File: config.mk
export PLATFORM = sky130hd
export DESIGN_NAME = replay_ctrl
export DESIGN_NICKNAME = d
export VERILOG_FILES = /design/src/rtl/replay_pkg.sv /design/src/rtl/replay_exit_arb.sv /design/src/rtl/replay_ctrl.sv
export SDC_FILE = /design/constraint.sdc
export NUM_CORES = 1
export LEC_CHECK = 0
export CAP_MARGIN = 5
export CORE_MARGIN = 2
export CORE_UTILIZATION = 35
export CTS_BUF_LIST = sky130_fd_sc_hd__clkbuf_16
export DETAILED_ROUTE_END_ITERATION = 8
export PLACE_DENSITY = 0.69
export RECOVER_POWER = 100
export SLEW_MARGIN = 20
export SYNTH_ARGS = -nofsm -noshare
export SYNTH_HDL_FRONTEND = slang
export SYNTH_HIERARCHICAL = 1
export SYNTH_SLANG_ARGS = --single-unit
File: constraint.sdc
create_clock -name clock -period 2.56 [get_ports clock]
set_input_delay 0.384 -clock clock [delete_from_list [all_inputs] [get_ports clock]]
set_output_delay 0.384 -clock clock [all_outputs]
set_load 0.02 [all_outputs]
File: src/rtl/replay_pkg.sv
// Shared types and helpers for the replay run controller.
// Holds the run-state encoding, the watchdog exit code and an index-width helper.
package replay_pkg;

    typedef enum logic [1:0] {
        ST_HOLD  = 2'd0,
        ST_RUN   = 2'd1,
        ST_DRAIN = 2'd2,
        ST_DONE  = 2'd3
    } state_e;

    localparam int CODE_W_DEF = 32;
    localparam logic [CODE_W_DEF-1:0] CODE_TIMEOUT = '1;

    // Width of an index into n items; never zero so single-item ports stay legal.
    function automatic int idx_w(input int n);
        return (n <= 1) ? 1 : $clog2(n);
    endfunction

endpackage

File: src/rtl/replay_exit_arb.sv
// Lowest-index-wins select over the exit request channels.
// Purely combinational (zero latency); requests are levels, so there is no backpressure.
module replay_exit_arb
    import replay_pkg::*;
#(
    parameter int NUM_CH = 4,
    parameter int CODE_W = 32
) (
    input  logic [NUM_CH-1:0]         exit_vld,
    input  logic [NUM_CH*CODE_W-1:0]  exit_code,
    output logic                      any_vld,
    output logic [idx_w(NUM_CH)-1:0]  win_idx,
    output logic [CODE_W-1:0]         win_code
);

    localparam int IDX_W = idx_w(NUM_CH);

    // Scan high to low so the lowest set channel is the last write and wins.
    always_comb begin
        any_vld  = 1'b0;
        win_idx  = '0;
        win_code = '0;
        for (int i = NUM_CH - 1; i >= 0; i--) begin
            if (exit_vld[i]) begin
                any_vld  = 1'b1;
                win_idx  = IDX_W'(i);
                win_code = exit_code[i*CODE_W +: CODE_W];
            end
        end
    end

endmodule

File: src/rtl/replay_ctrl.sv
// Run controller: holds DUT reset, counts ticked cycles, captures the first exit or watchdog, drains, then latches a verdict.
// All outputs registered; exit seen at edge N gives done after edge N+DRAIN_CYCLES+1. Exit requests are levels, never stalled.
module replay_ctrl
    import replay_pkg::*;
#(
    parameter int              NUM_CH       = 4,
    parameter int              CODE_W       = 32,
    parameter int              CYC_W        = 65,
    parameter int              RST_CYCLES   = 5,
    parameter int              DRAIN_CYCLES = 2,
    parameter longint unsigned TIMEOUT      = 0
) (
    input  logic                      clock,
    input  logic                      reset,
    input  logic                      tick_en,
    input  logic [NUM_CH-1:0]         exit_vld,
    input  logic [NUM_CH*CODE_W-1:0]  exit_code,
    output logic                      dut_reset,
    output logic                      running,
    output logic [CYC_W-1:0]          cycles,
    output logic                      done,
    output logic                      pass,
    output logic                      timeout,
    output logic [idx_w(NUM_CH)-1:0]  exit_ch,
    output logic [CODE_W-1:0]         exitcode
);

    localparam int IDX_W = idx_w(NUM_CH);
    localparam int RST_W = idx_w(RST_CYCLES);
    localparam int DRN_W = idx_w(DRAIN_CYCLES);

    localparam logic [RST_W-1:0]  RST_LAST   = RST_W'(RST_CYCLES - 1);
    localparam logic [DRN_W-1:0]  DRAIN_LAST = DRN_W'(DRAIN_CYCLES - 1);
    localparam logic              WDOG_EN    = (TIMEOUT != 0);
    localparam logic [CYC_W-1:0]  TO_LAST    = CYC_W'(TIMEOUT - 64'd1);
    localparam logic [CODE_W-1:0] TMO_CODE   = {CODE_W{CODE_TIMEOUT[0]}};

    if (NUM_CH < 1) begin : g_chk_num_ch
        $error("replay_ctrl: NUM_CH must be >= 1");
    end
    if (RST_CYCLES < 1) begin : g_chk_rst_cycles
        $error("replay_ctrl: RST_CYCLES must be >= 1");
    end
    if ((TIMEOUT >> CYC_W) != 0) begin : g_chk_timeout
        $error("replay_ctrl: TIMEOUT does not fit in CYC_W bits");
    end

    logic              any_vld;
    logic [IDX_W-1:0]  arb_idx;
    logic [CODE_W-1:0] arb_code;

    replay_exit_arb #(
        .NUM_CH (NUM_CH),
        .CODE_W (CODE_W)
    ) u_arb (
        .exit_vld  (exit_vld),
        .exit_code (exit_code),
        .any_vld   (any_vld),
        .win_idx   (arb_idx),
        .win_code  (arb_code)
    );

    state_e            state_q,     state_d;
    logic [RST_W-1:0]  rst_cnt_q,   rst_cnt_d;
    logic [DRN_W-1:0]  drain_cnt_q, drain_cnt_d;
    logic [CYC_W-1:0]  cycles_q,    cycles_d;
    logic [IDX_W-1:0]  exit_ch_q,   exit_ch_d;
    logic [CODE_W-1:0] exitcode_q,  exitcode_d;
    logic              timeout_q,   timeout_d;
    logic              done_q,      done_d;
    logic              pass_q,      pass_d;
    logic              dut_reset_q, dut_reset_d;
    logic              running_q,   running_d;
    logic              wdog_fire;

    always_ff @(posedge clock) begin
        if (!reset) begin
            state_q     <= ST_HOLD;
            rst_cnt_q   <= '0;
            drain_cnt_q <= '0;
            cycles_q    <= '0;
            exit_ch_q   <= '0;
            exitcode_q  <= '0;
            timeout_q   <= 1'b0;
            done_q      <= 1'b0;
            pass_q      <= 1'b0;
            dut_reset_q <= 1'b1;
            running_q   <= 1'b0;
        end else begin
            state_q     <= state_d;
            rst_cnt_q   <= rst_cnt_d;
            drain_cnt_q <= drain_cnt_d;
            cycles_q    <= cycles_d;
            exit_ch_q   <= exit_ch_d;
            exitcode_q  <= exitcode_d;
            timeout_q   <= timeout_d;
            done_q      <= done_d;
            pass_q      <= pass_d;
            dut_reset_q <= dut_reset_d;
            running_q   <= running_d;
        end
    end

    always_comb begin
        state_d     = state_q;
        rst_cnt_d   = rst_cnt_q;
        drain_cnt_d = drain_cnt_q;
        cycles_d    = cycles_q;
        exit_ch_d   = exit_ch_q;
        exitcode_d  = exitcode_q;
        timeout_d   = timeout_q;
        wdog_fire   = 1'b0;

        case (state_q)
            ST_HOLD: begin
                if (rst_cnt_q == RST_LAST) begin
                    state_d = ST_RUN;
                end else begin
                    rst_cnt_d = rst_cnt_q + RST_W'(1);
                end
            end
            ST_RUN: begin
                if (tick_en && (cycles_q != '1)) begin
                    cycles_d = cycles_q + CYC_W'(1);
                end
                // A real exit in the same cycle outranks the watchdog.
                wdog_fire = WDOG_EN && tick_en && (cycles_q == TO_LAST) && !any_vld;
                if (any_vld || wdog_fire) begin
                    state_d     = (DRAIN_CYCLES == 0) ? ST_DONE : ST_DRAIN;
                    drain_cnt_d = '0;
                    exit_ch_d   = wdog_fire ? '0 : arb_idx;
                    exitcode_d  = wdog_fire ? TMO_CODE : arb_code;
                    timeout_d   = wdog_fire;
                end
            end
            ST_DRAIN: begin
                if (drain_cnt_q == DRAIN_LAST) begin
                    state_d = ST_DONE;
                end else begin
                    drain_cnt_d = drain_cnt_q + DRN_W'(1);
                end
            end
            default: ;
        endcase
    end

    // Verdict is registered from the DONE state, one edge after entering it.
    always_comb begin
        dut_reset_d = (state_d == ST_HOLD);
        running_d   = (state_d == ST_RUN);
        done_d      = (state_q == ST_DONE);
        pass_d      = (state_q == ST_DONE) && (exitcode_q == '0) && !timeout_q;
    end

    assign dut_reset = dut_reset_q;
    assign running   = running_q;
    assign cycles    = cycles_q;
    assign done      = done_q;
    assign pass      = pass_q;
    assign timeout   = timeout_q;
    assign exit_ch   = exit_ch_q;
    assign exitcode  = exitcode_q;

endmodule

==> reports/qor.json, run 1 <==
{
  "run_status": "complete, but fails checks",
  "failed_checks": "negative setup slack",
  "netlist.top_cell.by_area": "sky130_fd_sc_hd__dfxtp_1",
  "globalplace.congestion": 0.883,
  "min_period_ns": 2.58,
  "leakage_nw": 3.70,
  "synth.top_cells.by_count": "109 x sky130_fd_sc_hd__dfxtp_1, 107 x sky130_fd_sc_hd__nand2_1, 62 x sky130_fd_sc_hd__a21oi_1",
  "required_ns": 2.86,
  "report.final.setup_viol": 3,
  "postRouteWirelength_mm": 20.8,
  "layout-area-overhead-vs-synth_pct": 62.7,
  "die_h_um": 133,
  "final_ant_viol_nets": 0,
  "grt_setup_unrepaired": "true",
  "postPlaceCellArea_um2": 9090,
  "numCtsBuffers": 9,
  "dr.first_iter.drc_count": 420,
  "finalNonFillerCells": 1243,
  "route.met2.wl_mm": 9.61,
  "cp.arrival_ns": 2.88,
  "min_delay_path_depth": 2,
  "worst_path_max_delay_cell": "sky130_fd_sc_hd__or3_1",
  "remaining_drc_errors": 0,
  "yosys.cell_count.top_type": "sky130_fd_sc_hd__dfxtp_1",
  "place.detailed.hpwl_mm": 16.0,
  "clk_latency_ns": 0.36,
  "timing.rr.end": "cycles[61]",
  "holdCritPathClass": "flip-flop to flip-flop",
  "synth_fp_nets": 845,
  "power-per-cell-area_nw_per_um2": 532,
  "fin_ws_ns": -0.0243,
  "die_area_um2": 17800,
  "criticalPathCategory": "flip-flop to flip-flop",
  "gr-usage-all-layers_pct": 22.8,
  "commonest_register_cell_after_synthesis": "sky130_fd_sc_hd__dfxtp_1",
  "fmax_mhz": 387,
  "synthesis.instances": 706,
  "floorplan.core_area_um2": 16500,
  "worst_setup_path_start_kind": "flip-flop",
  "final_cell_area_um2": 9530,
  "route.top_layer_used": "met5",
  "syn-cell-area_um2": 5860,
  "cts-hold-fix-buffers": 0,
  "num-nets-final": 1157,
  "cts.root.buffer_cell": "sky130_fd_sc_hd__clkbuf_16",
  "detailroute.via_count": 6464,
  "synth.area.top_cells": "sky130_fd_sc_hd__dfxtp_1 37%, sky130_fd_sc_hd__nand2_1 6.9%, sky130_fd_sc_hd__a22oi_2 6.2%",
  "io-pin-count": 239,
  "grt_antenna_before_repair": 2,
  "synth.ff_latch_count": 109,
  "crit_fanout": 6,
  "max_slew.worst_pin.slew_ns": 0.991,
  "cts_buffer_depth": 2,
  "async_flop_share_pct": 0,
  "drv.max_cap_violation_count": 0,
  "cts.clk_slew.worst_paths_ns": 0.08,
  "synth-edff-count": 0,
  "cts-htree-levels": 3,
  "finalCritPeriodShare_pct": 101,
  "route.layer.met1.wl_mm": 9.66,
  "timing.slew.headroom_pct": 33.9,
  "initial_utilization_pct": 35.6,
  "r2r_cells": 11,
  "warning_count_from_the_yosys_run": 6,
  "r2r-start": "cycles[1]",
  "gr-total-overflow": 0,
  "post_drt_via_cell_ratio": 5.20,
  "wl_met3_mm": 1.08,
  "avgSynthCellArea_um2": 8.30,
  "io_buffers": 237,
  "final_layout_size_suffix_gt1_share_pct": 21.7,
  "fp-row-count": 47,
  "synth_top_cell_area_share_pct": 37.2,
  "synth-seq-area-share_pct": 37.2,
  "irDropWorstVdd_mv": 0.348,
  "cts_tree": "yes",
  "placedCellCount": 1217,
  "chip_width_um": 133,
  "cts_sinks": 109,
  "maximum_number_of_pins_on_one_net_before_global_route_repair": 48,
  "clock_skew_ns": 0.00968,
  "critical_path.endpoint_type": "flip-flop",
  "wl_per_cell_um": 16.8,
  "max_stage_delay_ns": 0.46,
  "grt_pass1_wl_mm": 32.2,
  "first_global_vias": 6031,
  "hold_path_end": "exitcode[15]",
  "drt-pass1-iter-count": 5,
  "netlist-cell-type-count": 52,
  "hp-start": "exitcode[15]",
  "setup.reg_to_reg.worst_slack_ns": -0.02,
  "drv_slew": 0,
  "timing_hold_violations_final": 0,
  "cp_cell_sequence": "ha_4 -> nand3_2 -> nor2_1 -> nand3_1 -> nor4_2 -> ha_2 -> nand4bb_4 -> nor4_4 -> nand4_1 -> or3_1 -> a21oi_2"
}
[power by group]
| part | switching (mW) | leakage (nW) | total (mW) | internal, mW |
|---|---|---|---|---|
| registers | 0.150 | 0.885 | 2.03 | 1.88 |
| clock network | 0.665 | 0.148 | 1.43 | 0.766 |
| logic | 0.889 | 2.67 | 1.61 | 0.721 |
[worst max path at each step]
| stage | from | to | slack (ns) | depth (start not counted) |
|---|---|---|---|---|
| finish | cycles[1] | cycles[61] | -0.02 | 11 |
| global route | cycles[1] | cycles[61] | -0.18 | 11 |
| CTS | cycles[0] | cycles[54] | 0.01 | 12 |
| detailed placement | cycles[0] | cycles[35] | -0.03 | 11 |
| global placement | cycles[0] | cycles[35] | 0.001 | 11 |
| floorplan | cycles[35] | cycles[10] | 0.006 | 11 |
[critical path, delay by kind of cell, from the launching register on]
| family | cells | cell delay, ns |
|---|---|---|
| AO/OA/AOI/OAI | 1 | 0.11 |
| adder cells (fa/ha/maj) | 2 | 0.35 |
| flip-flops | 1 | 0.34 |
| AND/OR/NAND/NOR | 8 | 1.72 |
[metal layers]
| metal | track usage (%) | up-vias |
|---|---|---|
| met5 | 0 | - |
| met4 | 7.68 | 2 |
| met3 | 4.76 | 36 |
| met2 | 36.0 | 190 |
| met1 | 30.9 | 3036 |
| li1 | - | 3200 |
[cell families (layout without fill, tap and decap cells)]
logic type | after synthesis | in the layout | share of synthesized area, %
AO/OA/AOI/OAI | 184 | 184 | 22.7
buffers and inverters | 51 | 366 | 5.04
multiplexers | 5 | 5 | 0.854
AND/OR/NAND/NOR | 317 | 318 | 28.1
flip-flops | 109 | 109 | 37.2
adder cells (fa/ha/maj) | 4 | 4 | 0.854
other | 1 | 2 | 0.0640
XOR/XNOR | 35 | 35 | 5.23
[metrics by stage]
stage               power (mW)  util (%)  hold WS (ns)  setup TNS (ns)  worst slack [ns]
detailed placement        3.73      55.2         0.461         -0.0567           -0.0320
finish                    5.07      57.9         0.468         -0.0417           -0.0243
floorplan                 2.96         -         0.434               0           0.00602
CTS                       5.17      57.1         0.473               0            0.0104
global route              5.34      57.9         0.489           -2.67            -0.182
global placement          3.71      55.2         0.446               0           0.00132
[final cells by class]
| class | count | area, µm² |
|---|---|---|
| fillers | 1513 | 6940 |
| multi-input cells | 547 | 3510 |
| repair buffers | 344 | 3220 |
| flip-flops and latches | 109 | 2200 |
| well taps | 220 | 275 |
| clock buffers | 9 | 225 |
| clock inverters | 6 | 72.6 |
| inverters | 7 | 26.3 |
| diodes | 1 | 2.50 |
[layout by cell type (no fill, tap or decap), types with 9 or more instances in the layout]
| cell | synthesis | layout |
|---|---|---|
| sky130_fd_sc_hd__clkdlybuf4s50_1 | 0 | 131 |
| sky130_fd_sc_hd__nand2_1 | 107 | 107 |
| sky130_fd_sc_hd__dlygate4sd3_1 | 0 | 105 |
| sky130_fd_sc_hd__buf_4 | 5 | 101 |
| sky130_fd_sc_hd__dfxtp_1 | 109 | 98 |
| sky130_fd_sc_hd__a21oi_1 | 62 | 59 |
| sky130_fd_sc_hd__nor2_1 | 57 | 56 |
| sky130_fd_sc_hd__nand4_1 | 34 | 35 |
| sky130_fd_sc_hd__a21oi_2 | 29 | 32 |
| sky130_fd_sc_hd__o22ai_1 | 32 | 32 |
| sky130_fd_sc_hd__a22oi_2 | 29 | 29 |
| sky130_fd_sc_hd__nand3_1 | 23 | 21 |
| sky130_fd_sc_hd__xor2_1 | 20 | 20 |
| sky130_fd_sc_hd__o21ai_0 | 19 | 17 |
| sky130_fd_sc_hd__or3_1 | 19 | 17 |
| sky130_fd_sc_hd__nor4_1 | 20 | 16 |
| sky130_fd_sc_hd__xnor2_1 | 15 | 15 |
| sky130_fd_sc_hd__dfxtp_2 | 0 | 11 |
| sky130_fd_sc_hd__nor3_1 | 12 | 9 |
| sky130_fd_sc_hd__clkbuf_16 | 0 | 9 |
[sequential cells by signal (all words and copies together) (netlist names)]
| name | cells |
|---|---|
| drain_cnt_q | 1 |
| state_q | 2 |
| done | 1 |
| cycles | 65 |
| exitcode | 32 |
| dut_reset | 1 |
| running | 1 |
| rst_cnt_q | 3 |
| exit_ch | 2 |
| pass | 1 |
[what timing repair did]
| item | in CTS | in global routing |
|---|---|---|
| endpoints found under the setup margin | 6 | 48 |
| gates cloned | 0 | 1 |
| pin swaps | 1 | 27 |
| gates resized for setup | 1 | 18 |
| setup buffers | 1 | 9 |
No activity file was read; power rests on OpenSTA's default activity.
==> run 2: changes to the inputs <==
- SLEW_MARGIN: 20 -> 15
==> results of run 2 <==
The final DEF is identical to that of run 1; final timing and power are the same.
==> run 3: changes to the inputs <==
- PLACE_DENSITY: 0.69 -> 0.66
- clock period: 2.56 -> 3 ns (I/O delays scaled with it)
==> run 3 against run 2 <==
- largest power group unchanged
- clock power fell by 23%
- final cell count fell by 5.1%
- register-to-register slack improved by 0.22 ns
- cell area fell by 6.8%
- utilization fell by 3.9 points
- setup slack improved by 0.22 ns
- sequential share of layout area rose by 1.5 points
- global-route usage fell by 1.2 points
- combinational power fell by 15%
- the flow finishes with violations (max-capacitance violations, max-slew violations)
- first-iteration DRC count fell by 30%
- highest routed layer is now met4
==> reports/qor.json, run 3 (synthesized netlist as in run 1, its figures left out) <==
{
  "run_status": "complete, but fails checks",
  "failed_checks": "max-capacitance violations, max-slew violations",
  "postRouteWirelength": {"value": 19.5, "unit": "mm", "change": "-6.5%"},
  "largest_reg_flops": {"value": 65, "change": "unchanged"},
  "worst_setup_path_start_kind": "flip-flop",
  "switching_share": {"value": 33.6, "unit": "%", "change": "about the same"},
  "fp-row-count": {"value": 47, "change": "unchanged"},
  "max_slew.worst_pin.slew": {"value": 1.60, "unit": "ns", "change": "+0.609 ns"},
  "timing_hold_violations_final": {"value": 0, "change": "unchanged"},
  "cts.root.buffer_cell": "sky130_fd_sc_hd__clkbuf_16",
  "cts-htree-levels": {"value": 3, "change": "unchanged"},
  "timing.slew.headroom": {"value": -6.71, "unit": "%", "change": "-41 points"},
  "layout.cells.most_common_list": "131 x sky130_fd_sc_hd__clkdlybuf4s50_1, 109 x sky130_fd_sc_hd__dfxtp_1, 107 x sky130_fd_sc_hd__nand2_1",
  "post_drt_via_cell_ratio": {"value": 5.17, "change": "-0.54%"},
  "required": {"value": 3.29, "unit": "ns", "change": "+0.43 ns"},
  "die_area": {"value": 17800, "unit": "µm²", "change": "unchanged"},
  "detailroute.via_count": {"value": 6098, "change": "-5.7%"},
  "dr.first_iter.drc_count": {"value": 296, "change": "-30%"},
  "num-nets-final": {"value": 1093, "change": "-5.5%"},
  "cts_tree": "yes",
  "floorplan.core_area": {"value": 16500, "unit": "µm²", "change": "unchanged"},
  "internal_power": {"value": 2.78, "unit": "mW", "change": "-18%"},
  "cell_type_with_the_highest_occurrence_count_on_the_critical_path": "sky130_fd_sc_hd__ha_1",
  "seqPwrFrac": {"value": 41.1, "unit": "%", "change": "+1.1 points"},
  "fin_ws": {"value": 0.194, "unit": "ns", "change": "+0.218 ns"},
  "finalNonFillerCells": {"value": 1179, "change": "-5.1%"},
  "crit_fanout": {"value": 6, "change": "unchanged"},
  "place.detailed.hpwl": {"value": 15.1, "unit": "mm", "change": "-5.9%"},
  "report.final.setup_viol": {"value": 0, "change": "-3"},
  "maximum_number_of_pins_on_one_net_before_global_route_repair": {"value": 38, "change": "-21%"},
  "min_period": {"value": 2.81, "unit": "ns", "change": "+0.222 ns"},
  "critical_path.endpoint_type": "flip-flop",
  "finalCritPeriodShare": {"value": 93.5, "unit": "%", "change": "-7.4 points"},
  "first_global_vias": {"value": 5788, "change": "-4.0%"},
  "cp_cell_sequence": "ha_1 -> nand3_2 -> nor2_1 -> nand3_1 -> nor4_1 -> ha_1 -> nand4bb_4 -> buf_4 -> nor4_4 -> nand4_1 -> or3_1 -> a21oi_1",
  "clock_skew": {"value": 0.00514, "unit": "ns", "change": "-0.00454 ns"},
  "wl_per_cell": {"value": 16.5, "unit": "µm", "change": "-1.4%"},
  "cell_family_with_most_cp_delay": "simple AND/OR/NAND/NOR gates",
  "io_buffers": {"value": 237, "change": "unchanged"},
  "drv.max_cap_violation_count": {"value": 1, "change": "+1"},
  "path_buf_inv": {"value": 1, "change": "+1"},
  "cts.clk_slew.worst_paths": {"value": 0.07, "unit": "ns", "change": "about the same"},
  "holdCritPathClass": "flip-flop to flip-flop",
  "irDropWorstVdd": {"value": 0.321, "unit": "mV", "change": "-7.7%"},
  "initial_utilization": {"value": 35.6, "unit": "%", "change": "unchanged"},
  "layout-area-overhead-vs-synth_pct": 51.6,
  "worst_path_max_delay_cell": "sky130_fd_sc_hd__or3_1",
  "n_antenna_cell": {"value": 0, "change": "-1"},
  "clockPowerShare": {"value": 26.3, "unit": "%", "change": "-1.9 points"},
  "grt_antenna_before_repair": {"value": 0, "change": "-2"},
  "globalplace.congestion": {"value": 0.822, "change": "-6.9%"},
  "max_stage_delay": {"value": 0.43, "unit": "ns", "change": "-0.03 ns"},
  "power_frac_comb": {"value": 32.6, "unit": "%", "change": "+0.8 points"},
  "die_h": {"value": 133, "unit": "µm", "change": "unchanged"},
  "leakage": {"value": 3.30, "unit": "nW", "change": "-11%"},
  "chip_width": {"value": 133, "unit": "µm", "change": "unchanged"},
  "cts_sinks": {"value": 109, "change": "unchanged"},
  "drt-pass1-iter-count": {"value": 4, "change": "-1"},
  "final_layout_size_suffix_gt1_share": {"value": 13.9, "unit": "%", "change": "-7.9 points"},
  "power-per-cell-area": {"value": 471, "unit": "nW/µm²", "change": "-11%"},
  "grt_pass1_wl": {"value": 30.7, "unit": "mm", "change": "-4.5%"},
  "io-pin-count": {"value": 239, "change": "unchanged"},
  "gr-usage-all-layers": {"value": 21.5, "unit": "%", "change": "-1.2 points"},
  "numCtsBuffers": {"value": 9, "change": "unchanged"},
  "clk_latency": {"value": 0.35, "unit": "ns", "change": "about the same"},
  "layout.cells.most_common": "sky130_fd_sc_hd__clkdlybuf4s50_1",
  "placement.setup.worst_slack": {"value": -0.0133, "unit": "ns", "change": "+0.0187 ns"},
  "placedCellCount": {"value": 1159, "change": "-4.8%"},
  "power.switching": {"value": 1.41, "unit": "mW", "change": "-17%"},
  "cp.arrival": {"value": 3.09, "unit": "ns", "change": "+0.21 ns"},
  "drv_slew": {"value": 38, "change": "+38"},
  "cts_buffer_depth": {"value": 2, "change": "unchanged"},
  "gr-total-overflow": {"value": 0, "change": "unchanged"},
  "remaining_drc_errors": {"value": 0, "change": "unchanged"},
  "final_ant_viol_nets": {"value": 0, "change": "unchanged"},
  "criticalPathCategory": "flip-flop to flip-flop",
  "fmax": {"value": 356, "unit": "MHz", "change": "-7.9%"}
}
run 3: power by group through the flow:
stage | combinational (mW) | sequential, mW | clock, mW
after CTS | 1.42 | 1.72 | 1.14
after global placement | 1.41 | 1.75 | 0
after global routing | 1.49 | 1.74 | 1.18
final | 1.37 | 1.72 | 1.10
after floorplan | 0.636 | 1.88 | 0
after detailed placement | 1.41 | 1.76 | 0
run 3: final cells by class:
cell class	instances	area, µm²
clock buffer	9	225
clock inverter	7	42.5
fill	1571	7580
inverter	7	26.3
multi-input combinational	546	3430
sequential	109	2180
tap	220	275
timing repair buffer	281	2700
run 3: final timing paths:
kind | startpoint | to | slack [ns] | cells past startpoint
min | drain_cnt_q | drain_cnt_q | 0.46 | 2
max | cycles[0] | cycles[49] | 0.19 | 12
min reg2reg | drain_cnt_q | drain_cnt_q | 0.46 | 2
max reg2reg | cycles[0] | cycles[49] | 0.19 | 12
run 3: worst min-delay path, cell delays in order, from the launching register on:
cell	delay, ns
sky130_fd_sc_hd__dfxtp_1	0.31
sky130_fd_sc_hd__inv_1	0.05
sky130_fd_sc_hd__a211oi_1	0.05
run 3: per-stage QoR:
step	utilization, %	hold WS, ns	instance area [µm²]	power [mW]	setup TNS, ns
2_1_floorplan	-	0.434	5860	2.51	0
3_3_place_gp	51.9	0.445	8550	3.16	0
3_5_place_dp	51.9	0.445	8550	3.17	-0.0246
4_1_cts	53.6	0.458	8830	4.28	0
5_1_grt	53.9	0.479	8880	4.41	-0.0163
6_report	53.9	0.458	8880	4.18	0
run 3: what timing repair did:
action                                  in CTS  in global routing
pin swaps                                    1                  3
endpoints found under the hold margin        0                  0
endpoints found under the setup margin       5                 40
buffers inserted                             1                  3
hold buffers                                 0                  0
gates resized for setup                      0                  5
run 3: metal layers:
layer | share of wire (%) | global-route usage (%)
met2 | 50 | 38.5
met3 | 6.6 | 5.40
met5 | 0 | 0
met4 | 1.3 | 5.44
met1 | 42 | 25.9
==> RTL edit 1 (settings of run 3) <==
Re-encode `state_e` (4 states) as one-hot, 4 bits wide.
--- a/src/rtl/replay_pkg.sv
+++ b/src/rtl/replay_pkg.sv
@@ -2,11 +2,11 @@
 // Holds the run-state encoding, the watchdog exit code and an index-width helper.
 package replay_pkg;
 
-    typedef enum logic [1:0] {
-        ST_HOLD  = 2'd0,
-        ST_RUN   = 2'd1,
-        ST_DRAIN = 2'd2,
-        ST_DONE  = 2'd3
+    typedef enum logic [3:0] {
+        ST_HOLD  = 4'b0001,
+        ST_RUN   = 4'b0010,
+        ST_DRAIN = 4'b0100,
+        ST_DONE  = 4'b1000
     } state_e;
 
     localparam int CODE_W_DEF = 32;
Formal check against the unedited RTL: same outputs for any inputs over 10 cycles, from zero or initial values and one cycle with reset low; not proved beyond that.
==> RTL edit 1 against run 3 <==
- wire length increased by 4.3%
- setup slack improved by 0.0081 ns
- highest routed layer is now met5
- area after synthesis increased by 1.7%
- critical path type unchanged
- hold slack got worse by 0.0022 ns
- sequential share of layout area increased by 0.41 points
- sequential cell count increased by 2
- cell area increased by 0.46%
- first-iteration DRC count increased by 35%
- critical path depth decreased by 2
Power is not compared: it rests on default switching activity, and its combinational part moved more than twofold at a synthesized area within 25%.
==> RTL edit 1: results (changes against run 3) <==
\begin{tabular}{lr}
\hline
Metric & Value \\
\hline
\multicolumn{2}{l}{\textbf{Run status}} \\
Run status & completed (was complete, but fails checks) \\
\multicolumn{2}{l}{\textbf{Finish}} \\
Filler-free cell count of the finished design & 1,186 (was 1,179) \\
Nets & 1,100 (was 1,093) \\
Layout cell share with drive strength beyond 1 & 12.8\% (was 13.9\%) \\
\multicolumn{2}{l}{\textbf{Synthesis}} \\
Register area share after synthesis & 37.3\% (was 37.2\%) \\
Post-synth cell types & 51 (was 52) \\
Number of standard cells after synthesis & 726 (was 706) \\
Top post-synthesis cells by area & sky130\_fd\_sc\_hd\_\_dfxtp\_1, sky130\_fd\_sc\_hd\_\_nand2\_1, sky130\_fd\_sc\_hd\_\_a21oi\_1 (was sky130\_fd\_sc\_hd\_\_dfxtp\_1, sky130\_fd\_sc\_hd\_\_nand2\_1, sky130\_fd\_sc\_hd\_\_a22oi\_2) \\
Synthesized Nets & 865 (was 845) \\
Leading post-synthesis cells by instance count & sky130\_fd\_sc\_hd\_\_nand2\_1, sky130\_fd\_sc\_hd\_\_dfxtp\_1, sky130\_fd\_sc\_hd\_\_a21oi\_1 (was sky130\_fd\_sc\_hd\_\_dfxtp\_1, sky130\_fd\_sc\_hd\_\_nand2\_1, sky130\_fd\_sc\_hd\_\_a21oi\_1) \\
\multicolumn{2}{l}{\textbf{Global routing}} \\
First-pass GRT wire length & 31,800 um (was 30,700 um) \\
Via count of the first global-routing pass & 5,799 (was 5,788) \\
Total routing resource utilization after global routing & 22.1\% (was 21.5\%) \\
Pin count of the biggest net entering global routing & 57 (was 38) \\
Number of antenna violations at the first check in global routing & 1 (was 0) \\
\multicolumn{2}{l}{\textbf{Setup path}} \\
Maximum net fanout on the critical path & 7 (was 6) \\
\multicolumn{2}{l}{\textbf{Placed design}} \\
Half-perimeter wire length of the detailed placement result & 15,400 um (was 15,100 um) \\
Pre-CTS worst setup slack & 0.218 ns (was -0.0133 ns) \\
Final Wtd Congestion & 0.848 (was 0.822) \\
Post-Place Cell Area & 8670 um\^{}2 (was 8550 um\^{}2) \\
\multicolumn{2}{l}{\textbf{Route}} \\
Wire per inst & 17.1 um (was 16.5 um) \\
Number of search-and-repair iterations in the first detailed-routing pass & 6 (was 4) \\
Iter 0 DRT Violations & 400 (was 296) \\
Post-DR vias/cell & 5.38 (was 5.17) \\
\multicolumn{2}{l}{\textbf{STA}} \\
Max Clock Skew & 0.00467 ns (was 0.00514 ns) \\
Tightest slew margin relative to the limit & 54.7\% (was -6.71\%) \\
\multicolumn{2}{l}{\textbf{CTS}} \\
Post-CTS Setup Repair Bufs & 0 (was 1) \\
Clock buffer depth & 2 (unchanged) \\
Clock latency on the worst-skew pair & 0.35 ns (about the same) \\
\hline
\end{tabular}
## RTL edit 1: cell types whose count changed after synthesis, moves of 4 or more
cell and change:
sky130_fd_sc_hd__nor2_1 -18, sky130_fd_sc_hd__nand4_1 -10, sky130_fd_sc_hd__or4_1 +25, sky130_fd_sc_hd__and2_1 -4, sky130_fd_sc_hd__xor2_1 -5, sky130_fd_sc_hd__nand2b_1 -7, sky130_fd_sc_hd__nor3_1 -4, sky130_fd_sc_hd__clkbuf_1 +9
sky130_fd_sc_hd__a21oi_1 +18, sky130_fd_sc_hd__nand2_1 +10, sky130_fd_sc_hd__xnor2_1 -7, sky130_fd_sc_hd__o31ai_1 +22
## RTL edit 1: cells by family (layout without fill, tap and decap cells)
family	Yosys count	after routing	share of synthesized area (%)
buf+inv	60	300	5.48
flops	111	111	37.3
compound gates	221	221	26.3
xor+xnor	23	23	3.38
simple gates	303	303	26.2
mux	3	3	0.504
fa+ha+maj	4	4	0.840
other cells	1	1	0.0629
## RTL edit 1: repair_timing
action | in CTS | in global routing
setup endpoints to repair | 0 | 1
hold buffers | 0 | 0
gates resized for setup | 0 | 1
## RTL edit 1: where the power goes
group | total, mW | leakage (nW) | internal, mW | switching (mW)
Clock | 1.17 | 0.148 | 0.642 | 0.532
Sequential | 1.52 | 0.897 | 1.50 | 0.0246
Combinational | 0.503 | 2.15 | 0.279 | 0.224
Total | 3.20 | 3.19 | 2.42 | 0.781
## RTL edit 1: layout make-up
cell class                 instances  area (um^2)
timing repair buffer             275         2660
clock inverter                     7         65.1
inverter                           9         33.8
clock buffer                       9          225
tap                              220          275
sequential                       111         2230
fill                            1602         7720
multi-input combinational        555         3430
## RTL edit 1: final timing paths
kind              startpoint         end  slack, ns  cells past startpoint
setup / recovery  cycles[35]  cycles[58]       0.20                     10
hold / removal    exit_ch[1]  exit_ch[1]       0.46                      2
setup reg to reg  cycles[35]  cycles[58]       0.20                     10
hold reg to reg   exit_ch[1]  exit_ch[1]       0.46                      2
## RTL edit 1: worst max-delay path, cell delays in order, from the launching register on
cell,delay [ns]
sky130_fd_sc_hd__dfxtp_2,0.33
sky130_fd_sc_hd__and3_4,0.19
sky130_fd_sc_hd__and2_1,0.18
sky130_fd_sc_hd__nand4_1,0.12
sky130_fd_sc_hd__nor3_1,0.08
sky130_fd_sc_hd__ha_1,0.19
sky130_fd_sc_hd__nand4bb_4,0.24
sky130_fd_sc_hd__or2_2,0.37
sky130_fd_sc_hd__or3_1,0.39
sky130_fd_sc_hd__or4_1,0.48
sky130_fd_sc_hd__a21oi_1,0.15
## RTL edit 1: layer usage
layer  GRT usage (%)  wire length [um]
met1            30.3              9400
met2            35.3              9430
met3            5.14              1100
met4            5.38               372
met5               0                13
==> RTL edit 2 (config.mk and constraints of run 3) <==
Without the edit above. Change the parameter `CYC_W` from 65 to 57.
--- a/src/rtl/replay_ctrl.sv
+++ b/src/rtl/replay_ctrl.sv
@@ -5,7 +5,7 @@
 #(
     parameter int              NUM_CH       = 4,
     parameter int              CODE_W       = 32,
-    parameter int              CYC_W        = 65,
+    parameter int              CYC_W        = 57,
     parameter int              RST_CYCLES   = 5,
     parameter int              DRAIN_CYCLES = 2,
     parameter longint unsigned TIMEOUT      = 0
Ports: changed (resized cycles); port bits go from 239 to 231. The function was not compared with the original's and may differ.
==> RTL edit 2 against run 3 <==
- fmax up 9.0%
- global-route usage increased by 0.21 points
- sequential cell count shrank 8
- area after synthesis down 5.4%
- clock power increased by 18%
- first-iteration DRC count grew 38%
- wire length decreased by 5.5%
- setup slack improved by 0.23 ns
- clock skew is 0.0036 ns higher
- total power down 2.6%
- cell area is 6.7% lower
- largest cell class unchanged
==> RTL edit 2: results (changes against run 3) <==
\begin{tabular}{lr}
\hline
Metric & Value \\
\hline
\multicolumn{2}{l}{\textbf{Setup path}} \\
Worst R2R Setup Slack & 0.42 ns (was 0.19 ns) \\
Cell count of the worst reg-to-reg path & 6 (was 12) \\
Worst R2R Start & cycles[11] (was cycles[0]) \\
Reg-to-reg critical path endpoint & cycles[53] (was cycles[49]) \\
Startpoint of the most critical setup path & cycles[11] (was cycles[0]) \\
Highest-delay cell along the critical path & sky130\_fd\_sc\_hd\_\_or4\_1 (was sky130\_fd\_sc\_hd\_\_or3\_1) \\
\multicolumn{2}{l}{\textbf{Synthesis}} \\
Leading post-synthesis cells by instance count & sky130\_fd\_sc\_hd\_\_dfxtp\_1, sky130\_fd\_sc\_hd\_\_nand2\_1, sky130\_fd\_sc\_hd\_\_a21oi\_1 (unchanged) \\
Top post-synthesis cells by area & sky130\_fd\_sc\_hd\_\_dfxtp\_1, sky130\_fd\_sc\_hd\_\_nand2\_1, sky130\_fd\_sc\_hd\_\_a22oi\_2 (unchanged) \\
\multicolumn{2}{l}{\textbf{Run status}} \\
Run status & completed (was complete, but fails checks) \\
\multicolumn{2}{l}{\textbf{Global routing}} \\
Pin count of the biggest net entering global routing & 36 (was 38) \\
Via count of the first global-routing pass & 5,356 (was 5,788) \\
Grt met2 use & 35.4\% (was 38.5\%) \\
GRT met3 Usage & 4.22\% (was 5.40\%) \\
First-pass GRT wire length & 28,900 um (was 30,700 um) \\
\multicolumn{2}{l}{\textbf{Finish}} \\
Fraction of standard cell area that is sequential & 24.4\% (was 24.6\%) \\
Number of flip-flops under the largest register name & 57 (was 65) \\
Fillers & 1,502 (was 1,571) \\
Nets & 1,015 (was 1,093) \\
Non-clock inverter count & 10 (was 7) \\
\multicolumn{2}{l}{\textbf{Route}} \\
Vias post-DR & 5,790 (was 6,098) \\
Routed wire length & 18,400 um (was 19,500 um) \\
DR WL met3 & 951 um (was 1300 um) \\
Number of search-and-repair iterations in the first detailed-routing pass & 5 (was 4) \\
\multicolumn{2}{l}{\textbf{Power}} \\
Cell leakage power & 3.02 nW (was 3.30 nW) \\
Worst ir drop on vdd & 0.341 mV (was 0.321 mV) \\
\multicolumn{2}{l}{\textbf{Worst hold path}} \\
Worst Hold End & exit\_ch[0] (was drain\_cnt\_q) \\
Hold Crit Start & exit\_ch[0] (was drain\_cnt\_q) \\
\multicolumn{2}{l}{\textbf{STA}} \\
Tightest slew margin relative to the limit & 50.2\% (was -6.71\%) \\
Achievable Freq & 388 MHz (was 356 MHz) \\
\hline
\end{tabular}
-- RTL edit 2: worst register-to-register path: stages, from the launching register on --
cell and delay (ns):
sky130_fd_sc_hd__dfxtp_1 0.43, sky130_fd_sc_hd__nand3_1 0.17, sky130_fd_sc_hd__or4_1 0.70, sky130_fd_sc_hd__nor4_4 0.42, sky130_fd_sc_hd__o211ai_1 0.21, sky130_fd_sc_hd__or4_1 0.43, sky130_fd_sc_hd__a21oi_1 0.15
-- RTL edit 2: kinds of logic after synthesis --
family	after synthesis	share of synthesized area, %
other cells	1	0.0677
mux	1	0.181
compound gates	207	27.1
flops	101	36.5
simple gates	266	25.2
fa+ha+maj	3	0.677
buf+inv	54	5.53
xor+xnor	30	4.74
-- RTL edit 2: power by group through the flow --
stage	clock, mW	sequential [mW]	combinational, mW
finish	1.30	1.58	1.20
global route	1.39	1.60	1.31
CTS	1.34	1.58	1.25
detailed placement	0	1.61	1.25
global placement	0	1.61	1.24
floorplan	0	1.72	0.558
